File: config.mk
export PLATFORM = sky130hd
export DESIGN_NAME = axi4_lite_slave_write_q
export DESIGN_NICKNAME = d
export VERILOG_FILES = /design/src/rtl/axi4_lite_slave_write_q.sv
export SDC_FILE = /design/constraint.sdc
export NUM_CORES = 1
export LEC_CHECK = 0
export CAP_MARGIN = 20
export CORE_MARGIN = 5
export CORE_UTILIZATION = 56
export DETAILED_ROUTE_END_ITERATION = 10
export PLACE_DENSITY_LB_ADDON = 0.08
export SYNTH_ARGS = -nofsm -noshare
export SYNTH_HDL_FRONTEND = slang
export SYNTH_SLANG_ARGS = --single-unit
File: constraint.sdc
create_clock -name clk_i -period 5.5 [get_ports clk_i]
set_clock_uncertainty 0.2 [all_clocks]
set_input_delay 0.825 -clock clk_i [delete_from_list [all_inputs] [get_ports clk_i]]
set_output_delay 0.825 -clock clk_i [all_outputs]
set_load 0.05 [all_outputs]
File: src/rtl/axi4_lite_slave_write_q.sv
// rtl/axi4_lite_slave_write_q.sv - AXI4-Lite write slave with queued AW/W channels and a single-port memory write side
// Optional address window check: define AXI4_LITE_SLAVE_WRITE_Q_RANGE_CHECK_EN.
module axi4_lite_slave_write_q #(
   parameter int                        AXI_ADDR_WIDTH = 64,
   parameter int                        AXI_DATA_WIDTH = 32,
   parameter int                        FIFO_DEPTH     = 4,
   parameter logic [AXI_ADDR_WIDTH-1:0] BASE_ADDR      = '0,
   parameter logic [AXI_ADDR_WIDTH:0]   SIZE_BYTES     = 'h10000
) (
   input  logic                          clk_i,
   input  logic                          arst_i,
   input  logic                          AW_VALID,
   output logic                          AW_READY,
   input  logic [AXI_ADDR_WIDTH-1:0]     AW_ADDR,
   input  logic [2:0]                    AW_PROT,
   input  logic                          W_VALID,
   output logic                          W_READY,
   input  logic [AXI_DATA_WIDTH-1:0]     W_DATA,
   input  logic [AXI_DATA_WIDTH/8-1:0]   W_STRB,
   output logic                          B_VALID,
   input  logic                          B_READY,
   output logic [1:0]                    B_RESP,
   output logic                          mem_req_o,
   output logic [AXI_ADDR_WIDTH-1:0]     mem_addr_o,
   output logic [AXI_DATA_WIDTH-1:0]     mem_data_o,
   output logic [AXI_DATA_WIDTH/8-1:0]   mem_strb_o,
   input  logic                          mem_ack_i,
   input  logic                          mem_err_i
);

   localparam int STRB_W = AXI_DATA_WIDTH / 8;
   localparam int PTR_W  = $clog2(FIFO_DEPTH);
   localparam int CNT_W  = PTR_W + 1;
   localparam int WENT_W = AXI_DATA_WIDTH + STRB_W;
   localparam logic [CNT_W-1:0]          FULL_CNT   = CNT_W'(FIFO_DEPTH);
   localparam logic [AXI_ADDR_WIDTH-1:0] ALIGN_MASK = ~(AXI_ADDR_WIDTH'(STRB_W - 1));
   localparam logic [AXI_ADDR_WIDTH:0]   LIMIT      = {1'b0, BASE_ADDR} + SIZE_BYTES;

   typedef enum logic [1:0] {
      S_IDLE,
      S_ISSUE,
      S_RESP
   } state_t;

   state_t state_q, state_d;
   logic [1:0] resp_d;

   // AW queue
   logic [AXI_ADDR_WIDTH-1:0] aw_mem [FIFO_DEPTH];
   logic [PTR_W-1:0]          aw_wptr, aw_rptr;
   logic [CNT_W-1:0]          aw_count;
   logic                      aw_push;

   // W queue, entries are {data, strb}
   logic [WENT_W-1:0]         w_mem [FIFO_DEPTH];
   logic [PTR_W-1:0]          w_wptr, w_rptr;
   logic [CNT_W-1:0]          w_count;
   logic                      w_push;

   logic                      pop;
   logic [AXI_ADDR_WIDTH-1:0] head_addr;
   logic [AXI_DATA_WIDTH-1:0] head_data;
   logic [STRB_W-1:0]         head_strb;
   logic                      in_range;
   logic                      unused_sink;

   assign AW_READY = (aw_count != FULL_CNT);
   assign W_READY  = (w_count  != FULL_CNT);
   assign aw_push  = AW_VALID & AW_READY;
   assign w_push   = W_VALID & W_READY;
   assign pop      = (state_q == S_IDLE) && (aw_count != '0) && (w_count != '0);

   assign head_addr              = aw_mem[aw_rptr];
   assign {head_data, head_strb} = w_mem[w_rptr];
   assign in_range = (head_addr >= BASE_ADDR) && ({1'b0, head_addr} < LIMIT);
   assign unused_sink = ^{AW_PROT, in_range};

   always_ff @(posedge clk_i) begin
      if (aw_push) aw_mem[aw_wptr] <= AW_ADDR;
      if (w_push)  w_mem[w_wptr]   <= {W_DATA, W_STRB};
   end

   always_ff @(posedge clk_i or posedge arst_i) begin
      if (arst_i) begin
         aw_wptr  <= '0;
         aw_rptr  <= '0;
         aw_count <= '0;
      end else begin
         if (aw_push) aw_wptr <= aw_wptr + 1'b1;
         if (pop)     aw_rptr <= aw_rptr + 1'b1;
         case ({aw_push, pop})
            2'b10:   aw_count <= aw_count + 1'b1;
            2'b01:   aw_count <= aw_count - 1'b1;
            default: aw_count <= aw_count;
         endcase
      end
   end

   always_ff @(posedge clk_i or posedge arst_i) begin
      if (arst_i) begin
         w_wptr  <= '0;
         w_rptr  <= '0;
         w_count <= '0;
      end else begin
         if (w_push) w_wptr <= w_wptr + 1'b1;
         if (pop)    w_rptr <= w_rptr + 1'b1;
         case ({w_push, pop})
            2'b10:   w_count <= w_count + 1'b1;
            2'b01:   w_count <= w_count - 1'b1;
            default: w_count <= w_count;
         endcase
      end
   end

   always_comb begin
      state_d = state_q;
      resp_d  = B_RESP;
      case (state_q)
         S_IDLE: begin
            if (pop) begin
               if (head_strb == '0) begin
                  state_d = S_RESP;
                  resp_d  = 2'b00;
`ifdef AXI4_LITE_SLAVE_WRITE_Q_RANGE_CHECK_EN
               end else if (!in_range) begin
                  state_d = S_RESP;
                  resp_d  = 2'b11;
`endif
               end else begin
                  state_d = S_ISSUE;
               end
            end
         end
         S_ISSUE: begin
            if (mem_ack_i) begin
               state_d = S_RESP;
               resp_d  = mem_err_i ? 2'b10 : 2'b00;
            end
         end
         S_RESP: begin
            if (B_READY) state_d = S_IDLE;
         end
         default: state_d = S_IDLE;
      endcase
   end

   // Handshake outputs are registered copies of the next-state decode.
   always_ff @(posedge clk_i or posedge arst_i) begin
      if (arst_i) begin
         state_q    <= S_IDLE;
         B_VALID    <= 1'b0;
         B_RESP     <= 2'b00;
         mem_req_o  <= 1'b0;
         mem_addr_o <= '0;
         mem_data_o <= '0;
         mem_strb_o <= '0;
      end else begin
         state_q   <= state_d;
         B_VALID   <= (state_d == S_RESP);
         B_RESP    <= resp_d;
         mem_req_o <= (state_d == S_ISSUE);
         if (pop && (state_d == S_ISSUE)) begin
            mem_addr_o <= head_addr & ALIGN_MASK;
            mem_data_o <= head_data;
            mem_strb_o <= head_strb;
         end
      end
   end

endmodule

======== Word level (Yosys, flattened, before mapping) ========
Memory sizes are Yosys's and may differ from the RTL's. A register that Yosys moved wholly into a read port is not among the register bits.
Cells that the tools add are included.
cells by class
  equality and inequality tests ........... 13
  muxes and demuxes ....................... 16
  bitwise operators ....................... 2
  reductions and logical operators ........ 11
  add/subtract/negate cells ............... 8
operators with widths
  kind                                                                    count
  2-bit two-way mux                                                       8
  3-bit case mux with 2 select lines                                      2
  2-bit by 1-bit adder with 2-bit output (second input constant)          4
  2-bit by 1-bit equality test with 1-bit output (second input constant)  4
  2-bit equality test (second input constant)                             4
  3-bit by 1-bit adder with 3-bit output (second input constant)          2
  3-bit != test (second input constant)                                   2
  2-bit case mux with 3 select lines                                      1
  2-bit nonzero test                                                      3
  3-bit nonzero test                                                      2
  3-bit by 1-bit subtractor with 3-bit output (second input constant)     2
  4-bit logical NOT                                                       1
  1-bit two-way mux                                                       4
  2-bit != test (second input constant)                                   2
  2-bit case mux with 2 select lines                                      1
  4-bit AND reduction                                                     1
  1-bit logical AND                                                       3
  1-bit bitwise AND                                                       2
  2-bit logical NOT                                                       1
  2-bit by 1-bit != test with 1-bit output (second input constant)        1
storage, ports and cells
  bits in registers ....................... 56
  bits in writable memories ............... 400
  input port bits ......................... 110
  memories ................................ 2
  word-level logic and storage cells ...... 64
  output and inout port bits .............. 106
memory list
  name    words  width  rd ports  clocked after memory_dff  write ports  line  RTL
  aw_mem  4      64     1         1                         1            49    logic [AXI_ADDR_WIDTH-1:0] aw_mem [FIFO_DEPTH];
  w_mem   4      36     1         0                         1            55    logic [WENT_W-1:0] w_mem [FIFO_DEPTH];

======== Depth between registers and ports, before layout ========
  depth after elaboration ................. 7
  gate-level depth with buffers ........... 10
  mapped depth without buffers ............ 10

======== Least setup slack after synthesis ========
No wires, ideal clock.
  kind .................................... reg-to-reg
  start point ............................. register aw_count[0]
  end point ............................... memory aw_mem[0][10], enable pin
  data required time ...................... 4.873 ns
  library setup time ...................... 0.427 ns
  buffers on the path ..................... 0
  slack ................................... 2.392 ns
  arrival time ............................ 2.482 ns
  cell stages (with the launch flop) ...... 4
  period minus slack after synthesis ...... 3.108 ns
  cells stage by stage .................... dfrtp_1 -> inv_1 -> nand3_1 -> and3_1
on the way
  longest elaborated chain between the ends .. 4
ends and longest elaborated chain
  element                                  line  RTL
  start: declaration                       51    logic [CNT_W-1:0] aw_count;
  start signal: assignment                 92    2'b10: aw_count <= aw_count + 1'b1;
  start signal: assignment                 93    2'b01: aw_count <= aw_count - 1'b1;
  start signal: assignment                 94    default: aw_count <= aw_count;
  3-bit != test                            67    assign AW_READY = (aw_count != FULL_CNT);
  named net AW_READY                       13    output logic AW_READY,
  1-bit bitwise AND                        69    assign aw_push = AW_VALID & AW_READY;
  1-bit two-way mux                        79    if (aw_push) aw_mem[aw_wptr] <= AW_ADDR;
  1-bit two-way mux (not written as such)  79
  end: declaration                         49
The timed path passes the listed nets, and every way through them passes these cells.

======== Worst setup path in the final report ========
  start point ............................. register w_rptr[0]
  end point ............................... register mem_addr_o[30] (read register of aw_mem)
on the way
  longest elaborated chain between the ends .. 7
ends and longest elaborated chain
  element                                         line  RTL
  start: declaration                              56    logic [PTR_W-1:0] w_wptr, w_rptr;
  start signal: assignment                        106   if (pop) w_rptr <= w_rptr + 1'b1;
  memory read 4 x 36 bit                          -
  4-bit logical NOT                               121   if (head_strb == '0) begin
  2-bit two-way mux                               121
  2-bit two-way mux                               120   if (pop) begin
  2-bit case mux with 3 select lines              118   case (state_q)
  2-bit by 1-bit equality test with 1-bit output  162   if (pop && (state_d == S_ISSUE)) begin
  1-bit logical AND                               162
  end: declaration                                24    output logic [AXI_ADDR_WIDTH-1:0] mem_addr_o,
Every way passes these cells.
A chain may end at the register's enable or synchronous reset.

==> summary.txt <==
Critical path
  • WP buf/inv: 1
  • Arr. time, crit path: around 4 ns
  • Largest delay share family, worst path: multiplexers
  • Critical path capture point type: register
  • Type of element launching the critical path: register
  • Max incr delay on CP: ~0.79 ns
  • Reg2reg path depth: 5
  • FF-to-FF End: mem_addr_o[30]$_DFFE_PP0P_
  • WS Path Type: reg2reg
  • CP Cell Sequence: mux4_1 -> nor4_2 -> nor2b_4 -> buf_4 -> mux2_4
  • Req. time, crit path: between 5 and 6 ns
  • RR Startpoint: w_rptr[0]$_DFFE_PP0P_
  • Largest fanout on the critical path: 45
  • Crit path max-delay cell type: dfrtp_2
  • R2R Setup Slk: approximately 1.6 ns

Route
  • Post-DR vias/cell: ~5.5
  • Final ANT Viol Nets: 0
  • # DRC: 0
  • Wire per inst: ~23 um
  • First-pass DRT Iterations: 4
  • Overall routed net length: 35,400 um
  • Via Count: ~8,500
  • DRT iter0 DRCs: 357

Timing
  • Max frequency: 0.258 GHz
  • RSZ-0062 raised after global routing: false
  • Fin. Hold Viols: 0
  • Tmin final: 3.87 ns
  • Final setup viols: 0
  • Period Utilization, post-route: between 70% and 80%
  • Worst slew pin tran: roughly 1 ns
  • Slew Viols, Final: 0
  • Slew HR: 31.7%
  • Final TNS setup: 0 ns

Placed design
  • Port bufs: 207
  • Dpl hpwl: 21,400 um
  • Gpl congestion: 0.692

Synthesis
  • Register area share after synthesis: between 70% and 80%
  • Mapped Area: 0.0193 mm2
  • Synth Warn #: 0
  • Synth Register Bits: 509
  • Cells after Synth: 814
  • Library cells used by synthesis: 33
  • Mean Syn Cell Area: 23.7 um2

Clock tree
  • Setup Fix Bufs, Post-CTS: 0
  • Clk_lat worst skew: 0.56 ns
  • CTS Hold Bufs: 0
  • Root buffer cell: clkbuf_16
  • Sink Count: 509
  • CTS Buf Count: 50
  • CTS tree: yes
  • Post-cts resize count: 0
  • Clk slew on worst S/H paths: 0.06 ns
  • H-tree depth: 2
  • Clock buffer depth: 3

Flow run
  • Max Cap Viol: 0

Global route
  • Initial antenna violation count: 3
  • Global Route met1 Usage: between 20% and 30%
  • Met2 Use GR: 30.9%
  • GR Layer Usage met3: under 10%
  • Global-route wire length before repair: 55,700 um
  • All-layer global routing usage: between 10% and 20%
  • Total gr overflow: 0
  • Vias in the first global route: 9,352
  • Largest net degree at the start of global routing: slightly below 60
  • Busiest grt layer: met2

Floorplan
  • # rows: 68
  • Core ar.: 0.0343 mm2
  • Die Span X: about 200 um
  • Die Area: around 0.038 mm2
  • Die H: 196 um
  • Initial Util: 56.2%
  • IO Count: between 200 and 250

Power
  • VDD IR max: between 0.0003 and 0.0004 V
  • Static Leak: between 0.008 and 0.009 uW
  • Tot Pwr: 14,900 uW
  • Clock power share: 21.2%
  • Switching Power: 5020 uW
  • Sw frac: 33.6%
  • P_int: 9910 uW
  • Sequential Power Share: 39.5%
  • Comb power frac: 39.3%
  • Total power per unit cell area: 641 mW/mm2

Layout
  • Final nets: about 1,200
  • Diodes inserted: 0
  • Share of layout cells above drive strength 1: 26.6%
  • Area growth from synthesis to layout: 20.8%

Worst hold path
  • Hold Crit Class: reg2reg
  • Hold path start: w_count[2]$_DFFE_PP0P_
  • Hold worst-path end: w_count[2]$_DFFE_PP0P_
  • Hold Crit Depth: 1

Outcome
  • Status: complete, no violations
[cell usage in the layout, fill, tap and decap left out, drive strengths merged, types with 2 or more instances in the layout]
cell type      synthesis  final
edfxtp               392    392
clkbuf                11     81
ha                    10     10
nor4                   2      2
xor2                   6      6
a221o                  2      2
clkdlybuf4s50          0    207
mux2i                  2      2
xnor2                  6      6
and3                   8      8
buf                   25     15
and2                   2      2
mux4                  98     98
mux2                 100    100
nor2                   4      4
nand3                  2      2
nor3                   2      2
fa                     2      2
dfrtp                117    117
inv                   13     14
conb                   1      3
or2                    2      2
clkinv                 0     11
nand2                  3      3
[area by class of cell]
type                    count  area (um2)
clock inverters            12        62.6
multi-input cells         258        4240
fillers                  2168       11000
clock buffers              81        1480
repair buffers            222        2180
well taps                 455         569
flip-flops and latches    509       14700
inverters                  13        53.8
[layer usage]
layer  vias up  wire length, um
met5         -               34
met4         6              703
met3        59             2290
met2       210            17600
met1      4501            14700
li1       3761                -
[how the worst max path moves through the flow]
| stage | startpoint | endpoint | slack, ns | depth (start not counted) |
|---|---|---|---|---|
| 5_1_grt | w_rptr[0]$_DFFE_PP0P_ | mem_addr_o[45]$_DFFE_PP0P_ | 1.43 | 5 |
| 2_1_floorplan | arst_i | B_RESP[1]$_DFFE_PP0P_ | 1.37 | 1 |
| 3_5_place_dp | w_rptr[0]$_DFFE_PP0P_ | mem_data_o[23]$_DFFE_PP0P_ | 1.56 | 5 |
| 3_3_place_gp | w_rptr[0]$_DFFE_PP0P_ | mem_addr_o[30]$_DFFE_PP0P_ | 1.55 | 5 |
| 6_report | w_rptr[0]$_DFFE_PP0P_ | mem_addr_o[30]$_DFFE_PP0P_ | 1.63 | 5 |
| 4_1_cts | w_rptr[0]$_DFFE_PP0P_ | mem_addr_o[30]$_DFFE_PP0P_ | 1.54 | 5 |
[cells in the mapped netlist, drive strengths merged]
cell    number  area [um2]
mux2i        2        20.0
mux4        98        2230
edfxtp     392       11800
nand3        2        10.0
inv         13        48.8
a221o        2        20.0
conb         1        3.75
nand2        3        11.3
dfrtp      117        2930
nor4         2        25.0
fa           2        40.0
xor2         6        52.6
mux2       100        1490
buf         25         279
and2         2        12.5
ha          10         125
or2          2        12.5
o22ai        1        6.26
nor3b        1        7.51
clkbuf      11        41.3
and3         8        50.1
nor2         4        15.0
nor2b        1        6.26
a22o         1        8.76
nor3         2        10.0
xnor2        6        52.6
[power by group through the flow]
stage	sequential [uW]	combinational, uW	clock, uW
after floorplan	7020	3400	0
after global placement	5960	5870	0
after detailed placement	5990	5950	0
after CTS	5930	5960	3250
after global routing	6040	6190	3420
final	5900	5860	3170
[state kept, by name, summed over array words and instances, names as in the netlist, 3 cells and up]
register / count
aw_count: 3
aw_mem: 248
mem_addr_o: 62
mem_data_o: 32
mem_strb_o: 4
w_count: 3
w_mem: 144
[kinds of logic after synthesis]
family / after synthesis / share of synthesized area (%)
flip-flops: 509 / 76.3
XOR/XNOR: 12 / 0.545
AO/OA/AOI/OAI: 4 / 0.182
adder cells (fa/ha/maj): 12 / 0.857
multiplexers: 200 / 19.4
other: 1 / 0.0195
buffers and inverters: 49 / 1.91
AND/OR/NAND/NOR: 27 / 0.831
[through the flow]
stage | std cells | setup WS, ns | hold WS (ns) | util (%) | instance area (um2)
floorplan | 816 | 1.37 | 0.264 | - | 19300
detailed placement | 1457 | 1.56 | 0.284 | 63.4 | 21800
global placement | 1457 | 1.55 | 0.292 | 63.4 | 21800
finish | 1550 | 1.63 | 0.300 | 67.9 | 23300
global route | 1550 | 1.43 | 0.322 | 67.9 | 23300
CTS | 1550 | 1.54 | 0.305 | 67.9 | 23300
[worst reg2reg max path, delay by kind of cell (launching register included)]
| family | cells | cell delay [ns] |
|---|---|---|
| simple gates | 2 | 1.08 |
| mux | 2 | 1.19 |
| buf+inv | 1 | 0.49 |
| flops | 1 | 0.79 |
(Power assumes the default switching activity.)
